### config.mk
export PLATFORM = sky130hd
export DESIGN_NAME = pixel_word_packer_flat
export DESIGN_NICKNAME = d
export VERILOG_FILES = /design/src/rtl/pix_pkg.sv /design/src/rtl/pixel_word_packer_if.sv /design/src/rtl/pix_out_reg.sv /design/src/rtl/pixel_word_packer.sv /design/src/flat_wrapper.sv
export SDC_FILE = /design/constraint.sdc
export NUM_CORES = 1
export LEC_CHECK = 0
export BUFFER_PORTS_ARGS = -buffer_cell sky130_fd_sc_hd__buf_2
export CAP_MARGIN = 20
export CELL_PAD_IN_SITES_DETAIL_PLACEMENT = 0
export CELL_PAD_IN_SITES_GLOBAL_PLACEMENT = 1
export CORE_MARGIN = 1
export CORE_UTILIZATION = 46
export CTS_BUF_LIST = sky130_fd_sc_hd__clkbuf_8
export DETAILED_ROUTE_END_ITERATION = 7
export PLACE_DENSITY_LB_ADDON = 0.1
export RECOVER_POWER = 100
export SYNTH_ARGS = -nofsm -noshare
export SYNTH_HDL_FRONTEND = slang
export SYNTH_SLANG_ARGS = --single-unit
export TNS_END_PERCENT = 50
### constraint.sdc
create_clock -name clk -period 2.4 [get_ports clk]
set_clock_uncertainty 0.2 [all_clocks]
set_input_delay 0.48 -clock clk [delete_from_list [all_inputs] [get_ports clk]]
set_output_delay 0.48 -clock clk [all_outputs]
set_load 0.005 [all_outputs]
### src/rtl/pix_pkg.sv
// Shared pixel/word types and lane geometry for the pixel packer and the
// contrast/brightness stage it feeds.
package pix_pkg;

  localparam int PIX_W  = 8;
  localparam int LANES  = 4;
  localparam int WORD_W = 32;

  typedef logic [PIX_W-1:0]  pixel_t;
  typedef logic [WORD_W-1:0] word_t;
  typedef logic [1:0]        lane_idx_t;
  typedef logic [2:0]        byte_cnt_t;

  localparam lane_idx_t LAST_LANE = 2'd3;

endpackage

### src/rtl/pixel_word_packer_if.sv
// Pixel-in / word-out handshake bundle of the packer. The packer uses the
// slave view; the pixel source and word sink together use the master view.
interface pixel_word_packer_if;
  import pix_pkg::*;

  pixel_t    in_pix;
  logic      in_valid;
  logic      in_last;
  logic      in_ready;
  word_t     out_word;
  logic      out_valid;
  logic      out_last;
  byte_cnt_t out_bytes;
  logic      out_ready;

  modport slave (
    input  in_pix, in_valid, in_last, out_ready,
    output in_ready, out_word, out_valid, out_last, out_bytes
  );

  modport master (
    output in_pix, in_valid, in_last, out_ready,
    input  in_ready, out_word, out_valid, out_last, out_bytes
  );

endinterface

### src/rtl/pix_out_reg.sv
// One-entry registered valid/ready holding stage for a packed word with its
// last flag and byte count.
module pix_out_reg
  import pix_pkg::*;
(
  input  logic      clk,
  input  logic      n_rst,
  input  logic      clear,
  input  logic      load_i,
  input  word_t     word_i,
  input  logic      last_i,
  input  byte_cnt_t bytes_i,
  input  logic      ready_i,
  output logic      ready_o,
  output logic      valid_o,
  output word_t     word_o,
  output logic      last_o,
  output byte_cnt_t bytes_o
);

  logic      valid_q, valid_d;
  word_t     word_q,  word_d;
  logic      last_q,  last_d;
  byte_cnt_t bytes_q, bytes_d;

  // Space is available when empty or when the held word drains this cycle.
  assign ready_o = !valid_q | ready_i;

  always_comb begin
    valid_d = valid_q;
    word_d  = word_q;
    last_d  = last_q;
    bytes_d = bytes_q;
    if (clear) begin
      valid_d = 1'b0;
      last_d  = 1'b0;
      bytes_d = '0;
    end else if (load_i) begin
      valid_d = 1'b1;
      word_d  = word_i;
      last_d  = last_i;
      bytes_d = bytes_i;
    end else if (valid_q && ready_i) begin
      valid_d = 1'b0;
    end
  end

  always_ff @(posedge clk or negedge n_rst) begin
    if (!n_rst) begin
      valid_q <= 1'b0;
      word_q  <= '0;
      last_q  <= 1'b0;
      bytes_q <= '0;
    end else begin
      valid_q <= valid_d;
      word_q  <= word_d;
      last_q  <= last_d;
      bytes_q <= bytes_d;
    end
  end

  assign valid_o = valid_q;
  assign word_o  = word_q;
  assign last_o  = last_q;
  assign bytes_o = bytes_q;

endmodule

### src/rtl/pixel_word_packer.sv
// Packs a serial 8-bit pixel stream into 32-bit words (first pixel in [31:24]),
// padding short end-of-frame words. Optional stats: PIXEL_WORD_PACKER_STATS_EN.
module pixel_word_packer
  import pix_pkg::*;
#(
  parameter pixel_t PAD_VALUE = 8'h00
) (
  input  logic               clk,
  input  logic               n_rst,
  input  logic               clear,
  pixel_word_packer_if.slave bus
`ifdef PIXEL_WORD_PACKER_STATS_EN
  ,
  output logic [15:0]        frame_pix_cnt,
  output logic               overflow_err
`endif
);

  lane_idx_t lane_q, lane_d;
  word_t     gather_q, gather_d;
  word_t     word_nxt;
  logic      in_rdy;
  logic      acc;
  logic      complete;
  byte_cnt_t bytes_nxt;

  // Lanes below the write lane keep gathered pixels, lanes above get padding.
  function automatic word_t pack_lanes(word_t gather, lane_idx_t lane, pixel_t pix);
    word_t res;
    res = '0;
    for (int i = 0; i < LANES; i++) begin
      if (i < int'(lane))
        res[WORD_W-PIX_W*(i+1) +: PIX_W] = gather[WORD_W-PIX_W*(i+1) +: PIX_W];
      else if (i == int'(lane))
        res[WORD_W-PIX_W*(i+1) +: PIX_W] = pix;
      else
        res[WORD_W-PIX_W*(i+1) +: PIX_W] = PAD_VALUE;
    end
    return res;
  endfunction

  assign acc       = bus.in_valid & in_rdy;
  assign complete  = acc & ((lane_q == LAST_LANE) | bus.in_last);
  assign word_nxt  = pack_lanes(gather_q, lane_q, bus.in_pix);
  assign bytes_nxt = {1'b0, lane_q} + 3'd1;

  always_comb begin
    lane_d   = lane_q;
    gather_d = gather_q;
    if (clear) begin
      lane_d = '0;
    end else if (acc) begin
      gather_d = word_nxt;
      lane_d   = complete ? '0 : lane_q + 2'd1;
    end
  end

  always_ff @(posedge clk or negedge n_rst) begin
    if (!n_rst) begin
      lane_q   <= '0;
      gather_q <= '0;
    end else begin
      lane_q   <= lane_d;
      gather_q <= gather_d;
    end
  end

  pix_out_reg u_out_reg (
    .clk     (clk),
    .n_rst   (n_rst),
    .clear   (clear),
    .load_i  (complete),
    .word_i  (word_nxt),
    .last_i  (bus.in_last),
    .bytes_i (bytes_nxt),
    .ready_i (bus.out_ready),
    .ready_o (in_rdy),
    .valid_o (bus.out_valid),
    .word_o  (bus.out_word),
    .last_o  (bus.out_last),
    .bytes_o (bus.out_bytes)
  );

  assign bus.in_ready = in_rdy;

`ifdef PIXEL_WORD_PACKER_STATS_EN
  logic [15:0] cnt_q, cnt_d;
  logic        last_seen_q, last_seen_d;
  logic        ovf_q, ovf_d;

  function automatic logic [15:0] sat_inc(logic [15:0] v);
    return (v == 16'hFFFF) ? v : v + 16'd1;
  endfunction

  // The count including the last pixel is visible for one cycle, then restarts.
  always_comb begin
    cnt_d       = last_seen_q ? 16'd0 : cnt_q;
    if (acc)
      cnt_d = sat_inc(cnt_d);
    last_seen_d = acc & bus.in_last;
    ovf_d       = ovf_q | (cnt_d == 16'hFFFF);
    if (clear) begin
      cnt_d       = '0;
      last_seen_d = 1'b0;
      ovf_d       = 1'b0;
    end
  end

  always_ff @(posedge clk or negedge n_rst) begin
    if (!n_rst) begin
      cnt_q       <= '0;
      last_seen_q <= 1'b0;
      ovf_q       <= 1'b0;
    end else begin
      cnt_q       <= cnt_d;
      last_seen_q <= last_seen_d;
      ovf_q       <= ovf_d;
    end
  end

  assign frame_pix_cnt = cnt_q;
  assign overflow_err  = ovf_q;
`endif

endmodule

### src/flat_wrapper.sv
// flat-port wrapper written by rule: the top's interface ports become plain ports
module pixel_word_packer_flat import pix_pkg::*;
#(
  parameter pixel_t PAD_VALUE = 8'h00
)
  (clk, n_rst, clear, bus_in_pix, bus_in_valid, bus_in_last, bus_out_ready, bus_in_ready, bus_out_word, bus_out_valid, bus_out_last, bus_out_bytes);
  pixel_word_packer_if bus_i ();
  input  logic clk;
  input  logic n_rst;
  input  logic clear;
  input wire logic [$bits(bus_i.in_pix)-1:0] bus_in_pix;
  input wire logic [$bits(bus_i.in_valid)-1:0] bus_in_valid;
  input wire logic [$bits(bus_i.in_last)-1:0] bus_in_last;
  input wire logic [$bits(bus_i.out_ready)-1:0] bus_out_ready;
  output wire logic [$bits(bus_i.in_ready)-1:0] bus_in_ready;
  output wire logic [$bits(bus_i.out_word)-1:0] bus_out_word;
  output wire logic [$bits(bus_i.out_valid)-1:0] bus_out_valid;
  output wire logic [$bits(bus_i.out_last)-1:0] bus_out_last;
  output wire logic [$bits(bus_i.out_bytes)-1:0] bus_out_bytes;
  assign bus_i.in_pix = bus_in_pix;
  assign bus_i.in_valid = bus_in_valid;
  assign bus_i.in_last = bus_in_last;
  assign bus_i.out_ready = bus_out_ready;
  assign bus_in_ready = bus_i.in_ready;
  assign bus_out_word = bus_i.out_word;
  assign bus_out_valid = bus_i.out_valid;
  assign bus_out_last = bus_i.out_last;
  assign bus_out_bytes = bus_i.out_bytes;
  pixel_word_packer #(.PAD_VALUE(PAD_VALUE)) u_core (.clk(clk), .n_rst(n_rst), .clear(clear), .bus(bus_i));
endmodule
# After elaboration in Yosys (flattened, before gate mapping)
# Index checks and enable logic that the tools add are counted.
[word_totals]
ff_bits = 71
output_inout_bits = 38
[classes]
addsub = 2
n_lt_le_gt_ge = 3
eq_ne = 4
muxes = 17
bitwise = 5
reduce_logical = 8
[op_table]
columns = ["operator", "n"]
rows = [
  ["two-way mux 8 bit", 7],
  ["two-way mux 2 bit", 3],
  ["two-way mux 3 bit", 2],
  ["two-way mux 1 bit", 5],
  ["== test 2 bit, first input constant", 2],
  ["< comparator 1 x 2 -> 1 bit, first input constant", 2],
  ["AND reduction 2 bit", 2],
  ["nonzero test 2 bit", 2],
  ["adder 2 x 1 -> 3 bit, second input constant", 1],
  ["nonzero test 3 bit", 1],
  ["adder 2 x 1 -> 2 bit, second input constant", 1],
  ["bitwise AND 1 bit", 2],
  ["== test 1 x 2 -> 1 bit, first input constant", 1],
  ["== test 2 bit, second input constant", 1],
  ["zero test 2 bit", 1],
  ["< comparator 2 bit, first input constant", 1],
  ["bitwise OR 1 bit", 2],
  ["logical AND 1 bit", 1],
  ["zero test 1 bit", 1],
  ["NOT 1 bit", 1],
]

# Longest topological paths before layout
# Gate-level depths: netlist of the first run.
[depth]
depth_word = 7
mapped_depth = 6
depth_no_buf = 5

# Modules after synthesis
# A second synthesis of the first run with hierarchy kept.
[hier_totals]
hier_cells = 213
area_unflattened_um2 = 3074.2
[modules_own_cells]
columns = ["module", "instances", "cells_each", "area_each_um2", "seq_area_each_um2"]
rows = [
  ["pix_out_reg", 1, 86, 1565.3, 925.9],
  ["pixel_word_packer", 1, 127, 1508.9, 650.6],
]

# Least setup slack after synthesis of the first run
# OpenSTA, ideal clock, no wires.
[synth_path]
path_type = "reg-to-reg"
from = "register u_core.lane_q[1]"
to = "register u_core.u_out_reg.word_q[24], in the netlist u_core.u_out_reg.word_o[24]"
setup_time_ps = 125
arrival_time_ps = 1712
slack_ps = 363
path_stages_with_launch = 6
period_less_slack_ps = 2037
cell_sequence = "dfrtp_1 inv_2 ha_1 clkbuf_1 mux2_2 mux2_2"
[synth_via]
elab_chain_cells = 4
elab_cells_between_ends = 8
[synth_lines]
columns = ["element", "line", "text"]
rows = [
  ["start: declaration", "pixel_word_packer.sv:19", "lane_idx_t lane_q, lane_d;"],
  ["start signal: assignment", "pixel_word_packer.sv:63", "lane_q <= lane_d;"],
  ["== test 2 bit", "pixel_word_packer.sv:43", "assign complete = acc & ((lane_q == LAST_LANE) | bus.in_last);"],
  ["bitwise OR 1 bit", "pixel_word_packer.sv:43", ""],
  ["bitwise AND 1 bit", "pixel_word_packer.sv:43", ""],
  ["AND reduction 2 bit (no line)", "-", ""],
  ["end signal: assignment", "pix_out_reg.sv:56", "word_q <= word_d;"],
  ["end: declaration", "pix_out_reg.sv:22", "word_t word_q, word_d;"],
]
# Parallel ways exist; a longest one is shown, timed or not.
# A chain may end at the register's enable or synchronous reset.

# Worst setup path after layout of the first run
[layout_path]
from = "register u_core.lane_q[0]"
to = "register u_core.gather_q[31]"
[layout_via]
elab_chain_cells = 3
elab_cells_between_ends = 4
[layout_lines]
columns = ["element", "line", "text"]
rows = [
  ["zero test 2 bit", "pixel_word_packer.sv:34", "else if (i == int'(lane))"],
  ["two-way mux 8 bit", "pixel_word_packer.sv:34", ""],
  ["two-way mux 8 bit (*)", "pixel_word_packer.sv:32", "if (i < int'(lane))"],
  ["end signal: assignment", "pixel_word_packer.sv:64", "gather_q <= gather_d;"],
  ["end: declaration", "pixel_word_packer.sv:20", "word_t gather_q, gather_d;"],
]
# Mark *: on every way between the ends. The rest lies on a longest branch, timed or not.

==> impl_metrics.sql, run 1 <==
INSERT INTO impl_metrics (metric_group, metric, value, unit) VALUES
('grt', 'grt_pass1_vias', '1919', ''),
('power_and_ir_drop', 'power', '2.25', 'mW'),
('cells_and_area', 'design_area', '3410', 'µm²'),
('timing', 'timing.max_slew.rel_slack', '43.3', '%'),
('grt', 'groute.layer.met3.usage', '3.67', '%'),
('critical_path', 'setup_crit_start_kind', 'flop', ''),
('grt', 'grt_util_met1', '28.0', '%'),
('floorplanning', 'die_height', '81.4', 'µm'),
('clock_tree', 'clkSlewWorstSetupHoldPaths', '0.07', 'ns'),
('timing', 'final.setup.worst_slack', '0.302', 'ns'),
('timing', 'fin_tns_setup', '0', 'ns'),
('power_and_ir_drop', 'power.leakage', '1.67', 'nW'),
('clock_tree', 'ctsLongestPathBuffers', '2', ''),
('clock_tree', 'post_cts.resized_instances', '0', ''),
('grt', 'groute.usage.overall', '20.6', '%'),
('floorplanning', 'num_io_pins', '52', ''),
('floorplanning', 'core_area', '5990', 'µm²'),
('timing', 'period_minus_slack', '2.10', 'ns'),
('clock_tree', 'cts.repair_timing.setup_buffer_count', '0', ''),
('cells_and_area', 'antenna_cells_inserted', '0', ''),
('cells_and_area', 'nets', '316', ''),
('yosys', 'synth_fp_nets', '251', ''),
('timing', 'layout_worst_path_cycle_share', '87.4', '%'),
('clock_tree', 'insertion_delay', '0.34', 'ns'),
('floorplanning', 'initial_utilization', '48.4', '%'),
('grt', 'grt_start_max_net_pins', '64', ''),
('clock_tree', 'cts-htree-levels', '3', ''),
('clock_tree', 'cts.sink_count', '63', ''),
('yosys', 'synth-seq-area-share', '54.3', '%'),
('yosys', 'unique_cell_type_count_in_the_yosys_netlist', '29', ''),
('timing', 'worst_hold_slack', '0.187', 'ns'),
('cells_and_area', 'syn2layout_area_growth', '17.7', '%'),
('route', 'ant_nets', '0', ''),
('route', 'drt_first_iter_violations', '90', ''),
('placed_design', 'routabilityCongestion', '0.775', ''),
('grt', 'global_route.usage.met2', '31.3', '%'),
('critical_path', 'cp.required', '2.42', 'ns'),
('route', 'drcViolationCount', '0', ''),
('run_status', 'outcome', 'completed', ''),
('floorplanning', 'design.die.area', '6630', 'µm²'),
('timing', 'unrepaired_setup_endpoints_after_global_routing', 'false', ''),
('min_path', 'worst_hold_path_type', 'in2reg', ''),
('yosys', 'synthesis.yosys.warnings', '0', ''),
('route', 'drt-total-wl', '6070', 'µm'),
('timing', 'final_max_slew_viol_count', '0', ''),
('placed_design', 'port_buffers', '51', ''),
('critical_path', 'cp_cell_sequence', 'clkbuf_1 -> inv_1 -> ha_1 -> clkbuf_2 -> nand4_2 -> mux2_2', ''),
('yosys', 'synth.avg_cell_area', '12.5', 'µm²'),
('placed_design', 'post-place-ws', '0.215', 'ns'),
('cells_and_area', 'post_route_cells_drive_above_1_share', '36.8', '%'),
('route', 'wl_per_cell', '16.1', 'µm'),
('timing', 'finalSetupViolCount', '0', ''),
('clock_tree', 'clk_tree_root_cell', 'sky130_fd_sc_hd__clkbuf_8', ''),
('yosys', 'synth_edf_count', '0', ''),
('route', 'detail_route.first_pass.iterations', '4', ''),
('grt', 'wire_length_of_the_first_global_routing_pass', '9910', 'µm'),
('floorplanning', 'fp.dieW', '81.4', 'µm'),
('cells_and_area', 'final-instance-count-excl-fill', '377', ''),
('clock_tree', 'cts_tree', 'built', ''),
('placed_design', 'post_dp_cell_area', '3290', 'µm²'),
('critical_path', 'slowest_stage', 'sky130_fd_sc_hd__dfrtp_1', ''),
('grt', 'global_route.overflow_total', '0', ''),
('power_and_ir_drop', 'power_per_cell_area', '660', 'nW/µm²'),
('yosys', 'synthArstFlopShare', '100', '%'),
('floorplanning', 'floorplan.rows', '28', ''),
('placed_design', 'placed_cells', '360', ''),
('yosys', 'synth.ff_latch_count', '63', ''),
('grt', 'grt_busiest_layer', 'met2', ''),
('route', 'vias', '1996', ''),
('yosys', 'predominant_post_synthesis_flop_cell', 'sky130_fd_sc_hd__dfrtp_1', ''),
('cells_and_area', 'final_util', '57.0', '%');
==> cells in the mapped netlist (2+ instances only) <==
library cell / instances / share of area, %
sky130_fd_sc_hd__a21oi_1: 3 / 0.52
sky130_fd_sc_hd__inv_1: 13 / 1.7
sky130_fd_sc_hd__ha_1: 5 / 2.2
sky130_fd_sc_hd__a22o_1: 8 / 2.4
sky130_fd_sc_hd__nand2_1: 18 / 2.3
sky130_fd_sc_hd__buf_6: 3 / 1.2
sky130_fd_sc_hd__o31ai_1: 9 / 2.3
sky130_fd_sc_hd__nor3_4: 2 / 1.1
sky130_fd_sc_hd__mux2_2: 41 / 16
sky130_fd_sc_hd__nor2_1: 2 / 0.26
sky130_fd_sc_hd__dfrtp_1: 63 / 54
sky130_fd_sc_hd__and2_1: 8 / 1.7
sky130_fd_sc_hd__o21ai_0: 19 / 3.3
sky130_fd_sc_hd__clkbuf_1: 5 / 0.65
sky130_fd_sc_hd__nor3_2: 2 / 0.69
sky130_fd_sc_hd__nand4_1: 2 / 0.43
sky130_fd_sc_hd__mux2i_1: 17 / 5.9
==> what timing repair did <==
item,4_1_cts,5_1_grt
endpoints found under the hold margin,63,0
endpoints found under the setup margin,0,0
hold buffers,1,0
==> cell type report <==
cell class              count  area (µm²)
clock buffers               9         124
clock inverters             7        33.8
fillers                   544        2580
inverters                  14        52.6
multi-input cells         144        1200
flip-flops and latches     63        1580
well taps                  75        93.8
repair buffers             65         330
==> cell families after synthesis <==
family / share of synthesized area, %
and+or+nand+nor: 8.71
adders and majority gates: 2.16
buffers and inverters: 4.18
AOI/OAI and AO/OA: 8.84
DFF: 54.3
muxes: 21.8
==> sequential cells by signal, summed over array words and instances (netlist names) <==
register and flops:
u_core.u_out_reg.word_o 32, u_core.gather_q 24, u_core.u_out_reg.bytes_o 3, u_core.lane_q 2, u_core.u_out_reg.last_o 1, u_core.u_out_reg.valid_o 1
==> power breakdown <==
part / switching [mW] / internal (mW) / total, mW
clock: 0.403 / 0.357 / 0.761
sequential: 0.0432 / 1.15 / 1.20
combinational: 0.146 / 0.152 / 0.298
total: 0.592 / 1.66 / 2.25
==> path summary, 6_finish.rpt <==
path	slack (ns)	startpoint	end	cells past startpoint
worst min-delay path	0.19	clear	u_core.u_out_reg.last_o	2
min in group asynchronous	0.69	n_rst	u_core.u_out_reg.last_o	3
max in group asynchronous	0.76	n_rst	u_core.gather_q[9]	3
worst max register to register	0.30	u_core.lane_q[0]	u_core.gather_q[31]	6
worst min register to register	0.30	u_core.u_out_reg.word_o[31]	u_core.u_out_reg.word_o[31]	1
worst max-delay path	0.30	u_core.lane_q[0]	u_core.gather_q[31]	6
==> layout by cell type, fill, tap and decap left out, drive strengths merged <==
master        n
nand4         3
a22o          8
a21oi         3
clkbuf       28
ha            5
dfrtp        63
or3           1
clkinv        3
nor2b         2
a31o          1
mux2i        17
o31ai         9
and2          8
nand3         1
o21ai        19
buf          45
nor3          5
mux2         41
nand2b        1
clkinvlp      1
nand2        18
nor2          2
dlygate4sd3   1
inv          17
==> critical path, delay by kind of cell, from the launching register on <==
kind	cells	cell delay, ns
buffers and inverters	3	0.54
DFF	1	0.38
muxes	1	0.37
and+or+nand+nor	1	0.33
adders and majority gates	1	0.15
==> metal layers <==
layer	part of all wire, %	vias up
li1	-	948
met1	48	989
met2	46	48
met3	3.7	11
met4	1.9	0
met5	0	-
No activity file was read; power rests on OpenSTA's default activity.
==> run 2: changes to the inputs <==
CORE_ASPECT_RATIO = 0.8   (was unset)
PLACE_DENSITY = 0.83   (was unset)
PLACE_DENSITY_LB_ADDON = unset   (was 0.1)
==> run 2 against run 1 <==
Net effect: non-clock buffer count shrank 4; first-iteration DRC count grew 36%; final area is 0.95% higher; combinational power is 3% lower; largest cell class unchanged.
==> impl_metrics.sql, run 2 (synthesis results as in run 1) <==
INSERT INTO impl_metrics (metric_group, metric, value, unit) VALUES
('timing', 'fmax', '461', 'MHz'),
('timing', 'timing_hold_violations_final', '0', ''),
('timing', 'fin_tns_setup', '0', 'ns'),
('placed_design', 'detailedPlacementHpwl', '4220', 'µm'),
('timing', 'worst_hold_slack', '0.189', 'ns'),
('route', 'drt-total-wl', '6000', 'µm'),
('critical_path', 'worstReg2RegEnd', 'u_core.u_out_reg.bytes_o[0]', ''),
('floorplanning', 'initial_utilization', '48.3', '%'),
('power_and_ir_drop', 'vdd_drop_max', '0.348', 'mV'),
('cells_and_area', 'antenna_cells_inserted', '0', ''),
('timing', 'unrepaired_setup_endpoints_after_global_routing', 'false', ''),
('critical_path', 'critPathArrivalTime', '2.19', 'ns'),
('cells_and_area', 'final_util', '57.4', '%'),
('timing', 'final_max_slew_viol_count', '0', ''),
('critical_path', 'cp.required', '2.42', 'ns'),
('floorplanning', 'design.die.area', '6630', 'µm²'),
('critical_path', 'endpoint_kind', 'flop', ''),
('cells_and_area', 'mostFrequentLayoutCells', '63 x sky130_fd_sc_hd__dfrtp_1, 41 x sky130_fd_sc_hd__mux2_2, 35 x sky130_fd_sc_hd__buf_2', ''),
('clock_tree', 'cts.repair_timing.setup_buffer_count', '0', ''),
('critical_path', 'worstSetupPathType', 'reg2reg', ''),
('placed_design', 'placed_cells', '362', ''),
('route', 'via_density_per_instance', '5.20', ''),
('floorplanning', 'floorplan.rows', '25', ''),
('route', 'drcViolationCount', '0', ''),
('cells_and_area', 'nets', '312', ''),
('clock_tree', 'ctsLongestPathBuffers', '2', ''),
('critical_path', 'path_max_fanout', '11', ''),
('placed_design', 'post_dp_cell_area', '3270', 'µm²'),
('cells_and_area', 'final-instance-count-excl-fill', '379', ''),
('min_path', 'holdCritStartpoint', 'clear', ''),
('power_and_ir_drop', 'power.leakage', '1.68', 'nW'),
('min_path', 'holdPathEnd', 'u_core.lane_q[1]', ''),
('cells_and_area', 'ff_latch_area', '1580', 'µm²'),
('clock_tree', 'clk_tree_root_cell', 'sky130_fd_sc_hd__clkbuf_8', ''),
('min_path', 'worst_hold_path_type', 'in2reg', ''),
('job', 'maxCapViolCount', '0', ''),
('cells_and_area', 'syn2layout_area_growth', '18.8', '%'),
('critical_path', 'register_to_register_path_setup_slack', '0.23', 'ns'),
('route', 'ant_nets', '0', ''),
('critical_path', 'cp_cell_sequence', 'ha_1 -> nor2_1 -> clkbuf_1 -> nor3_1 -> mux2_2', ''),
('route', 'drt_first_iter_violations', '122', ''),
('timing', 'worst_pin_slew', '0.605', 'ns'),
('placed_design', 'port_buffers', '51', ''),
('timing', 'timing.max_slew.rel_slack', '59.7', '%'),
('critical_path', 'slowest_stage', 'sky130_fd_sc_hd__dfrtp_1', ''),
('critical_path', 'number_of_cells_on_the_worst_reg_to_reg_path', '5', ''),
('grt', 'groute.usage.overall', '19.6', '%'),
('timing', 'finalSetupViolCount', '0', ''),
('run_status', 'outcome', 'completed', ''),
('cells_and_area', 'design_area', '3450', 'µm²'),
('critical_path', 'rr_startpoint', 'u_core.lane_q[0]', ''),
('critical_path', 'cpLargestDelayFamily', 'flip-flops', ''),
('timing', 'layout_worst_path_cycle_share', '90.3', '%'),
('clock_tree', 'insertion_delay', '0.33', 'ns'),
('grt', 'global_route.overflow_total', '0', ''),
('floorplanning', 'core_area', '6010', 'µm²'),
('power_and_ir_drop', 'power_per_cell_area', '729', 'nW/µm²'),
('route', 'detail_route.first_pass.iterations', '4', ''),
('clock_tree', 'clkSlewWorstSetupHoldPaths', '0.07', 'ns'),
('grt', 'grt_start_max_net_pins', '41', ''),
('critical_path', 'setup_crit_start_kind', 'flop', ''),
('clock_tree', 'cts_tree', 'built', ''),
('floorplanning', 'die_height', '73.0', 'µm'),
('critical_path', 'delay_of_the_slowest_cell_on_the_worst_path', '0.46', 'ns'),
('cells_and_area', 'max_reg_flops', '32', ''),
('timing', 'final.setup.worst_slack', '0.233', 'ns'),
('grt', 'wire_length_of_the_first_global_routing_pass', '9860', 'µm'),
('power_and_ir_drop', 'power', '2.51', 'mW'),
('route', 'wl_per_cell', '15.8', 'µm'),
('clock_tree', 'cts-htree-levels', '3', ''),
('critical_path', 'buffers_and_inverters_on_the_worst_path', '1', ''),
('cells_and_area', 'post_route_cells_drive_above_1_share', '34.9', '%'),
('floorplanning', 'num_io_pins', '52', ''),
('min_path', 'worst_hold_path.num_cells', '2', ''),
('grt', 'initial_antenna_violation_count', '0', ''),
('cells_and_area', 'filler_cell_count', '538', ''),
('cells_and_area', 'most_common_cell_after_layout_fill_and_taps_aside', 'sky130_fd_sc_hd__dfrtp_1', ''),
('route', 'vias', '1969', ''),
('floorplanning', 'fp.dieW', '90.8', 'µm'),
('clock_tree', 'cts.sink_count', '63', ''),
('clock_tree', 'number_of_buffers_added_by_the_clock_tree_synthesis_step', '9', ''),
('placed_design', 'post-place-ws', '0.297', 'ns'),
('placed_design', 'routabilityCongestion', '0.810', ''),
('timing', 'period_minus_slack', '2.17', 'ns'),
('critical_path', 'critical_path_depth_in_cells', '5', ''),
('grt', 'grt_pass1_vias', '1970', ''),
('cells_and_area', 'multiInputGateArea', '1190', 'µm²');
-- run 2: cell count changes in the layout (fill, tap and decap cells not counted), sizes merged --
cell / before / now
clkbuf: 28 / 32
clkinvlp: 1 / 0
bufinv: 0 / 2
buf: 45 / 39
clkinv: 3 / 1
inv: 17 / 16
-- run 2: what timing repair did --
action                    in CTS  in global routing
resized for setup              0                  0
hold endpoints to repair      23                  0
hold buffers                   1                  0
-- run 2: worst max-delay path by stage --
stage,slack [ns],start,end
global route,0.13,u_core.lane_q[0],u_core.u_out_reg.bytes_o[0]
global placement,0.33,clear,u_core.u_out_reg.word_o[2]
CTS,0.35,u_core.lane_q[0],u_core.gather_q[9]
detailed placement,0.30,clear,u_core.u_out_reg.word_o[5]
finish,0.23,u_core.lane_q[0],u_core.u_out_reg.bytes_o[0]
floorplan,0.36,u_core.lane_q[1],u_core.u_out_reg.word_o[24]
-- run 2: area by class of cell --
class	count	share of cell area (%)
Sequential cell	63	45.7
Multi-Input combinational cell	144	34.6
Timing Repair Buffer	61	8.71
Clock buffer	11	4.39
Tap cell	81	2.94
Clock inverter	5	2.11
Inverter	14	1.52
-- run 2: power breakdown --
group,internal (mW),switching [mW],total [mW]
registers,1.15,0.0483,1.20
logic,0.144,0.144,0.289
clock network,0.633,0.390,1.02
total,1.93,0.583,2.51
-- run 2: layer usage --
metal / wire length, µm / share of wire, % / track usage (%) / up-vias
li1: - / - / - / 946
met1: 2970 / 49 / 27.4 / 961
met2: 2660 / 44 / 29.8 / 56
met3: 324 / 5.4 / 6.46 / 6
met4: 52 / 0.87 / 4.76 / 0
met5: 0 / 0 / 0 / -
